`src/rtl/bcd_to_binary_seq.sv`:
```
// Sequential packed-BCD to unsigned binary converter.
// Consumes one decimal digit per clock, most significant digit first, using a
// multiply-by-10 accumulate. Ready/valid handshakes on both sides. Every
// output is a flop, so there is no combinational path from inputs to outputs.
//
// Ports:
//   clk, rst_n             rising-edge clock, asynchronous active-low reset
//   in_valid / in_ready    input handshake; in_ready is high only in IDLE
//   bcd_in                 packed BCD, digit 0 = bcd_in[3:0] (least significant)
//   out_valid / out_ready  output handshake; the result is held until accepted
//   bin_out                converted value (0 on err, all ones on ovf)
//   err                    at least one input nibble was greater than 9
//   ovf                    true value >= 2**BIN_W, so bin_out is saturated
module bcd_to_binary_seq #(
    parameter int unsigned DIGITS = 2,
    parameter int unsigned BIN_W  = 7
) (
    input  logic                  clk,
    input  logic                  rst_n,
    input  logic                  in_valid,
    output logic                  in_ready,
    input  logic [4*DIGITS-1:0]   bcd_in,
    output logic                  out_valid,
    input  logic                  out_ready,
    output logic [BIN_W-1:0]      bin_out,
    output logic                  err,
    output logic                  ovf
);

    localparam int unsigned BCD_W = 4 * DIGITS;
    // 10**DIGITS is never a power of two, so ACC_W bits hold 10**DIGITS - 1
    localparam int unsigned ACC_W = $clog2(10 ** DIGITS);
    localparam int unsigned CNT_W = (DIGITS > 1) ? $clog2(DIGITS) : 1;
    localparam int unsigned CMP_W = ((ACC_W > BIN_W) ? ACC_W : BIN_W) + 1;
    localparam logic [CMP_W-1:0] SAT_LIMIT = CMP_W'(1) << BIN_W;

    typedef enum logic [1:0] {
        IDLE = 2'd0,
        CONV = 2'd1,
        DONE = 2'd2
    } state_t;

    state_t             state;
    state_t             state_nxt;

    logic [BCD_W-1:0]   bcd_sh;
    logic [BCD_W-1:0]   bcd_sh_nxt;
    logic [ACC_W-1:0]   acc;
    logic [ACC_W-1:0]   acc_nxt;
    logic [CNT_W-1:0]   cnt;
    logic [CNT_W-1:0]   cnt_nxt;
    logic               err_r;
    logic               err_r_nxt;

    logic               in_ready_nxt;
    logic               out_valid_nxt;
    logic [BIN_W-1:0]   bin_out_nxt;
    logic               err_nxt;
    logic               ovf_nxt;

    logic [3:0]         cur_digit;
    logic [ACC_W-1:0]   acc_step;
    logic [CMP_W-1:0]   acc_ext;
    logic               acc_over;

    // Flags any nibble above 9 in a packed BCD word
    function automatic logic has_bad_nibble(input logic [BCD_W-1:0] v);
        logic bad;
        bad = 1'b0;
        for (int i = 0; i < int'(DIGITS); i++) begin
            if (v[4*i +: 4] > 4'd9) begin
                bad = 1'b1;
            end
        end
        return bad;
    endfunction

    // Digits are shifted up so the current one is always the top nibble
    always_comb begin
        cur_digit = bcd_sh[BCD_W-1 -: 4];
        acc_step  = acc * ACC_W'(10) + ACC_W'(cur_digit);
        acc_ext   = CMP_W'(acc_step);
        acc_over  = (acc_ext >= SAT_LIMIT);
    end

    // State register
    always_ff @(posedge clk or negedge rst_n) begin
        if (!rst_n) begin
            state <= IDLE;
        end else begin
            state <= state_nxt;
        end
    end

    // Next-state logic
    always_comb begin
        state_nxt = state;
        case (state)
            IDLE: begin
                if (in_valid) begin
                    state_nxt = CONV;
                end
            end
            CONV: begin
                if (cnt == '0) begin
                    state_nxt = DONE;
                end
            end
            DONE: begin
                if (out_ready) begin
                    state_nxt = IDLE;
                end
            end
            default: state_nxt = IDLE;
        endcase
    end

    // Datapath and next values of the registered outputs
    always_comb begin
        bcd_sh_nxt    = bcd_sh;
        acc_nxt       = acc;
        cnt_nxt       = cnt;
        err_r_nxt     = err_r;
        bin_out_nxt   = bin_out;
        err_nxt       = err;
        ovf_nxt       = ovf;
        in_ready_nxt  = (state_nxt == IDLE);
        out_valid_nxt = (state_nxt == DONE);

        case (state)
            IDLE: begin
                if (in_valid) begin
                    bcd_sh_nxt = bcd_in;
                    acc_nxt    = '0;
                    cnt_nxt    = CNT_W'(DIGITS - 1);
                    err_r_nxt  = has_bad_nibble(bcd_in);
                end
            end
            CONV: begin
                acc_nxt    = acc_step;
                bcd_sh_nxt = bcd_sh << 4;
                if (cnt != '0) begin
                    cnt_nxt = cnt - CNT_W'(1);
                end else begin
                    // Last digit: resolve the result as it enters DONE
                    if (err_r) begin
                        bin_out_nxt = '0;
                        err_nxt     = 1'b1;
                        ovf_nxt     = 1'b0;
                    end else if (acc_over) begin
                        bin_out_nxt = '1;
                        err_nxt     = 1'b0;
                        ovf_nxt     = 1'b1;
                    end else begin
                        bin_out_nxt = BIN_W'(acc_step);
                        err_nxt     = 1'b0;
                        ovf_nxt     = 1'b0;
                    end
                end
            end
            default: begin
            end
        endcase
    end

    // Datapath and output registers
    always_ff @(posedge clk or negedge rst_n) begin
        if (!rst_n) begin
            bcd_sh    <= '0;
            acc       <= '0;
            cnt       <= '0;
            err_r     <= 1'b0;
            in_ready  <= 1'b1;
            out_valid <= 1'b0;
            bin_out   <= '0;
            err       <= 1'b0;
            ovf       <= 1'b0;
        end else begin
            bcd_sh    <= bcd_sh_nxt;
            acc       <= acc_nxt;
            cnt       <= cnt_nxt;
            err_r     <= err_r_nxt;
            in_ready  <= in_ready_nxt;
            out_valid <= out_valid_nxt;
            bin_out   <= bin_out_nxt;
            err       <= err_nxt;
            ovf       <= ovf_nxt;
        end
    end

endmodule

```
`config.mk`:
```
export PLATFORM = sky130hd
export DESIGN_NAME = bcd_to_binary_seq
export DESIGN_NICKNAME = d
export VERILOG_FILES = /design/src/rtl/bcd_to_binary_seq.sv
export SDC_FILE = /design/constraint.sdc
export NUM_CORES = 1
export LEC_CHECK = 0
export CAP_MARGIN = 0
export CELL_PAD_IN_SITES_DETAIL_PLACEMENT = 0
export CELL_PAD_IN_SITES_GLOBAL_PLACEMENT = 1
export CORE_MARGIN = 1.5
export CORE_UTILIZATION = 37
export CTS_CLUSTER_SIZE = 12
export DETAILED_ROUTE_END_ITERATION = 8
export PLACE_DENSITY = 0.77
export SLEW_MARGIN = 20
export SYNTH_ARGS = -nofsm -noshare
export SYNTH_HDL_FRONTEND = slang
export SYNTH_SLANG_ARGS = --single-unit
```
`constraint.sdc`:
```
create_clock -name clk -period 2.2 [get_ports clk]
set_input_delay 0.22 -clock clk [delete_from_list [all_inputs] [get_ports clk]]
set_output_delay 0.22 -clock clk [all_outputs]
set_load 0.01 [all_outputs]
```
==> results of run 1 <==
## logic make-up (layout without fill, tap and decap cells)
family / Yosys count / in the layout / share of synthesized area [%]
mux: 1 / 1 / 1.06
flops: 28 / 28 / 49.3
buf+inv: 10 / 34 / 4.13
xor+xnor: 7 / 7 / 4.31
other cells: 1 / 1 / 0.264
simple gates: 37 / 37 / 14.0
compound gates: 39 / 39 / 17.9
fa+ha+maj: 9 / 9 / 8.97
## final timing paths
| check | slack [ns] | to | startpoint | cells past startpoint |
|---|---|---|---|---|
| setup / recovery | 0.16 | bin_out[6]$_DFFE_PN0P_ | acc[3]$_DFFE_PN0P_ | 7 |
| hold / removal | 0.30 | bin_out[4]$_DFFE_PN0P_ | rst_n | 2 |
| setup reg to reg | 0.16 | bin_out[6]$_DFFE_PN0P_ | acc[3]$_DFFE_PN0P_ | 7 |
| hold reg to reg | 0.49 | bin_out[2]$_DFFE_PN0P_ | bin_out[2]$_DFFE_PN0P_ | 2 |
| max in group asynchronous | 1.59 | in_ready$_DFF_PN1_ | rst_n | 2 |
| min in group clk | 0.49 | bin_out[2]$_DFFE_PN0P_ | bin_out[2]$_DFFE_PN0P_ | 2 |
## per-stage QoR
| stage | hold WS (ns) | cells | power, mW | cell area (sq um) | utilization [%] |
|---|---|---|---|---|---|
| global placement | 0.468 | 200 | 2.07 | 1690 | 45.7 |
| global route | 0.337 | 204 | 2.59 | 1760 | 47.6 |
| CTS | 0.323 | 204 | 2.41 | 1740 | 47.2 |
| finish | 0.305 | 204 | 2.39 | 1760 | 47.6 |
| floorplan | -0.0756 | 132 | 1.71 | 1420 | - |
| detailed placement | 0.481 | 200 | 2.09 | 1690 | 45.7 |
## final cells by class
| type | instances | area, sq um |
|---|---|---|
| inverter | 4 | 15.0 |
| multi-input combinational | 94 | 677 |
| sequential | 28 | 702 |
| fill | 375 | 1930 |
| timing repair buffer | 26 | 248 |
| clock buffer | 4 | 55.1 |
| tap | 48 | 60.1 |
## sequential cells by signal, indices dropped and copies added (netlist names)
name and cells:
acc 6, bcd_sh 8, bin_out 7, cnt 1, err 1, err_r 1
in_ready 1, out_valid 1, state 2
## power groups by stage
stage / clock network, mW / registers [mW] / logic (mW)
2_1_floorplan: 0 / 0.910 / 0.800
3_3_place_gp: 0 / 0.887 / 1.18
3_5_place_dp: 0 / 0.894 / 1.19
4_1_cts: 0.323 / 0.885 / 1.20
5_1_grt: 0.346 / 0.918 / 1.32
6_report: 0.314 / 0.884 / 1.19
## placed cells by master, fill, tap and decap left out, types with 2 or more instances in the layout
cell type / n
dfrtp_1: 27
clkdlybuf4s50_1: 21
nand2_1: 17
a21oi_1: 8
o21ai_1: 7
xnor2_1: 7
a22o_1: 7
nor2b_1: 6
o21ai_0: 6
ha_1: 6
nor2_1: 5
buf_4: 5
inv_1: 4
nand2b_1: 4
a22oi_1: 4
clkbuf_8: 4
o31ai_1: 2
## repair_timing
item | 4_1_cts | 5_1_grt
setup endpoints to repair | 0 | 1
hold endpoints to repair | 0 | 0
hold buffers | 0 | 0
resized for setup | 0 | 2
## layer usage
metal  up-vias  GRT usage (%)  routed length [um]
met1       480           17.3                1160
met5         -              0                   0
met4         0           3.19                  23
met3         4           3.13                  93
li1        504              -                   -
met2        20           22.6                1250
## worst reg2reg max path: stages, from the launching register on
cell	delay (ns)
dfrtp_1	0.44
ha_4	0.23
ha_1	0.18
inv_1	0.07
fa_2	0.47
nor4b_4	0.28
xnor2_1	0.11
o31ai_2	0.16
==> metrics.yaml, run 1 <==
cts_tree: "yes"
cp_cell_sequence: "ha_4 -> ha_1 -> inv_1 -> fa_2 -> nor4b_4 -> xnor2_1 -> o31ai_2"
yosysUniqueCellTypes: 32
die_area_sq_um: 4230
critPathRequiredTime_ns: 2.39
cp.arrival_ns: 2.23
postRouteAntennaNets: 0
cp.buffers_inverters: 1
synthArstFlopShare_pct: 100
die_w_um: 65.0
area_delta_synth_final_pct: 23.5
gp_congestion: 0.855
drc: 0
finClkSkew_ns: 0.00225
num_rows: 22
clk_path_buf_depth: 2
cts.sinks: 28
synth_top_area_cell: "dfrtp_1"
place_ws_ns: 0.122
seq_area_frac_synth_pct: 49.3
grt_max_degree: 29
synthCells: 132
combPwrFrac_pct: 49.8
yosys_register_bits: 28
htreeDepth: 1
cp-start-kind: "flop"
p_switching_mw: 0.891
vias: 1008
finalWorstSetupSlack_ns: 0.163
cts_buffers: 3
slew_viol_final: 0
post-route-min-period_ns: 2.04
cpPeakStageDelay_ns: 0.47
first_pass_iters: 4
p_seq_share_pct: 37.0
yosys-top-cells-count: "dfrtp_1 (27), nand2_1 (17), a21oi_1 (8)"
synth.avg_cell_area_sq_um: 10.8
wl_per_cell_um: 12.4
cp_max_fo: 3
post-cts-setup-buffers: 0
switching_share_pct: 37.3
cp_slowest_cell: "fa_2"
grt_util_all_layers_pct: 13.3
path_class: "reg2reg"
rsz0062_at_grt: "no"
syn_area_sq_um: 1420
crit_family: "adder cells"
dp_hpwl_um: 1940
first_iter_violations: 22
drt-total-wl_um: 2530
layout-drive-gt1-share_pct: 10.9
clock_latency_ns: 0.27
root_buffer: "clkbuf_8"
max_slew.worst_pin.slew_ns: 0.594
start_util_pct: 38.6
clkPwrFrac_pct: 13.2
clkTransAtPathRegs_ns: 0.09
nNetsFinal: 178
grt_overflow: 0
port_buffers: 21
yosysMostFrequentCell: "dfrtp_1"
status: "finished, final reports clean"
hp-class: "in2async"
leakage_nw: 0.765
core_sq_um: 3690
io_pins: 23
power.density_nw_per_um2: 1360
relSlewSlack_pct: 60.4
synthTopCellsByArea: "dfrtp_1 (47%), ha_1 (6.2%), nand2_1 (4.5%), a22o_1 (4.3%), xnor2_1 (4.3%)"
setup_violations: 0
drv_cap: 0
yosysWarnings: 0
synth_ff_type: "dfrtp_1"
endpoint_kind: "flop"
grt_pass1_wl_um: 4410
ir_worst_vdd_v: 0.000696
synth-edff-count: 0
vias_per_cell: 4.94
p_int_mw: 1.50
grt_pass1_vias: 973
antenna_found_initial: 0
synth_nets: 153
period_share_pct: 92.6
fmax_ghz: 0.491
synth.top_cell.area_share_pct: 47.5
fp.dieH_um: 65.0
hold_viol: 0
fin_tns_setup_ns: 0
diodes: 0
Power figures use the tool's default switching activity.
==> run 2, diff against run 1 <==
--- a/config.mk
+++ b/config.mk
@@ -9,10 +9,10 @@
 export CELL_PAD_IN_SITES_DETAIL_PLACEMENT = 0
 export CELL_PAD_IN_SITES_GLOBAL_PLACEMENT = 1
 export CORE_MARGIN = 1.5
-export CORE_UTILIZATION = 37
+export CORE_UTILIZATION = 44
 export CTS_CLUSTER_SIZE = 12
 export DETAILED_ROUTE_END_ITERATION = 8
-export PLACE_DENSITY = 0.77
+export PLACE_DENSITY = 0.86
 export SLEW_MARGIN = 20
 export SYNTH_ARGS = -nofsm -noshare
 export SYNTH_HDL_FRONTEND = slang
==> constraint.sdc (replaced) <==
create_clock -name clk -period 2.4 [get_ports clk]
set_input_delay 0.24 -clock clk [delete_from_list [all_inputs] [get_ports clk]]
set_output_delay 0.24 -clock clk [all_outputs]
set_load 0.01 [all_outputs]
==> run 2 against run 1 <==
Final cell count is 2.9% lower. Maximum frequency is 6.5% lower. First-iteration DRC count is 14% lower. Die area is 15% lower.
==> metrics.yaml, run 2 (synthesized netlist as in run 1, its figures left out) <==
status: "finished, final reports clean"
multiInputGateArea_sq_um: 662  # -2.2%
cts_tree: "yes"
post-cts-setup-buffers: 0  # unchanged
fmax_ghz: 0.459  # -6.5%
drc: 0  # unchanged
grt_overflow: 0  # unchanged
first_pass_iters: 5  # +1
diodes: 0  # unchanged
htreeDepth: 1  # unchanged
max_slew.worst_pin.slew_ns: 0.652  # +0.0581 ns
fp.dieH_um: 59.9  # -7.9%
io_pins: 23  # unchanged
relSlewSlack_pct: 56.6  # -3.9 points
post-route-min-period_ns: 2.18  # +0.141 ns
top_register: "bcd_sh"
path_class: "reg2reg"
dp_hpwl_um: 2050  # +5.6%
largest_registers: "bcd_sh (8), bin_out (7), acc (6)"
vias_per_cell: 5.16  # +4.4%
dp.cells: 194  # -3.0%
cts-resized-gates: 0  # unchanged
die_area_sq_um: 3580  # -15%
cts_buffers: 3  # unchanged
largest_reg_flops: 8  # unchanged
final_area_sq_um: 1720  # -2.1%
grt_util_all_layers_pct: 17.5  # +4.2 points
hold_slack_ns: 0.255  # -0.0497 ns
slew_viol_final: 0  # unchanged
start_util_pct: 46.6  # +8.0 points
cts.sinks: 28  # unchanged
core_sq_um: 3050  # -17%
grt_pass1_wl_um: 4710  # +6.9%
drt-total-wl_um: 2740  # +8.5%
place_area_sq_um: 1670  # -1.2%
port_buffers: 21  # unchanged
hold_viol: 0  # unchanged
num_rows: 20  # -9.1%
vias: 1021  # +1.3%
place_ws_ns: 0.228  # +0.105 ns
fillers: 295  # -21%
cts_hold_buf: 0  # unchanged
antenna_found_initial: 0  # unchanged
utilization_pct: 56.3  # +8.7 points
nNetsFinal: 176  # -1.1%
rsz0062_at_grt: "no"
cp-start-kind: "flop"
endpoint_kind: "flop"
grt_max_degree: 29  # unchanged
setup_violations: 0  # unchanged
drv_cap: 0  # unchanged
final_common_cell: "dfrtp_1"
cp.arrival_ns: 2.43  # +0.20 ns
period_share_pct: 90.7  # -1.8 points
fin_tns_setup_ns: 0  # unchanged
clk_path_buf_depth: 2  # unchanged
layout_common_cells: "dfrtp_1 (27), clkdlybuf4s50_1 (21), nand2_1 (17), a21oi_1 (8)"
hp-class: "in2async"
grt_pass1_vias: 1022  # +5.0%
power.density_nw_per_um2: 1280  # -5.9%
die_w_um: 59.9  # -7.9%
layout-drive-gt1-share_pct: 8.44  # -2.5 points
root_buffer: "clkbuf_4"
postRouteAntennaNets: 0  # unchanged
gp_congestion: 0.812  # -5.0%
clkTransAtPathRegs_ns: 0.16  # +0.07 ns
seq_area_sq_um: 702  # unchanged
first_iter_violations: 19  # -14%
finalNonFillerCells: 198  # -2.9%
critPathRequiredTime_ns: 2.65  # +0.26 ns
leakage_nw: 0.755  # -1.3%
area_delta_synth_final_pct: 20.8
finalWorstSetupSlack_ns: 0.223  # +0.0592 ns
cp_max_fo: 4  # +1
wl_per_cell_um: 13.9  # +12%
finClkSkew_ns: 0.0129  # +0.0107 ns
clock_latency_ns: 0.33  # +0.06 ns
ir_worst_vdd_v: 0.000608  # -13%
p_total_mw: 2.20  # -7.9%
-- run 2: metal layers --
metal,up-vias,routed length [um],global-route usage [%]
met5,-,0,0
met4,0,10,5.71
met3,2,93,1.95
met2,20,1350,29.0
met1,499,1300,23.8
li1,500,-,-
-- run 2: layout make-up --
class,count,share of cell area (%)
inverters,4,0.873
multi-input cells,94,38.5
flip-flops and latches,28,40.8
clock buffers,3,1.31
repair buffers,24,13.5
well taps,44,3.20
clock inverters,1,1.75
-- run 2: worst max-delay path, stage by stage, from the launching register on --
cell	delay [ns]
dfrtp_1	0.47
ha_1	0.32
ha_1	0.20
inv_1	0.06
fa_1	0.47
nor4b_4	0.30
xnor2_1	0.10
o31ai_2	0.18
-- run 2: report_power, final --
part	internal [mW]	leakage (nW)	switching [mW]	total [mW]
Sequential	0.674	0.359	0.177	0.851
Combinational	0.521	0.368	0.519	1.04
Clock	0.169	0.0279	0.138	0.307
-- run 2: final timing paths --
path,end,slack (ns),start,depth (start not counted)
min,bin_out[0]$_DFFE_PN0P_,0.25,rst_n,2
max,bin_out[6]$_DFFE_PN0P_,0.22,acc[1]$_DFFE_PN0P_,7
min reg2reg,bin_out[3]$_DFFE_PN0P_,0.50,bin_out[3]$_DFFE_PN0P_,2
max reg2reg,bin_out[6]$_DFFE_PN0P_,0.22,acc[1]$_DFFE_PN0P_,7
min in group clk,bin_out[3]$_DFFE_PN0P_,0.50,bin_out[3]$_DFFE_PN0P_,2
max in group asynchronous,in_ready$_DFF_PN1_,1.85,rst_n,2
==> run 3, diff against run 2 <==
--- a/config.mk
+++ b/config.mk
@@ -12,6 +12,7 @@
 export CORE_UTILIZATION = 44
 export CTS_CLUSTER_SIZE = 12
 export DETAILED_ROUTE_END_ITERATION = 8
+export HOLD_SLACK_MARGIN = 0.02
 export PLACE_DENSITY = 0.86
 export SLEW_MARGIN = 20
 export SYNTH_ARGS = -nofsm -noshare
==> results of run 3 <==
No change in the layout: final DEF, timing and power equal those of run 2.
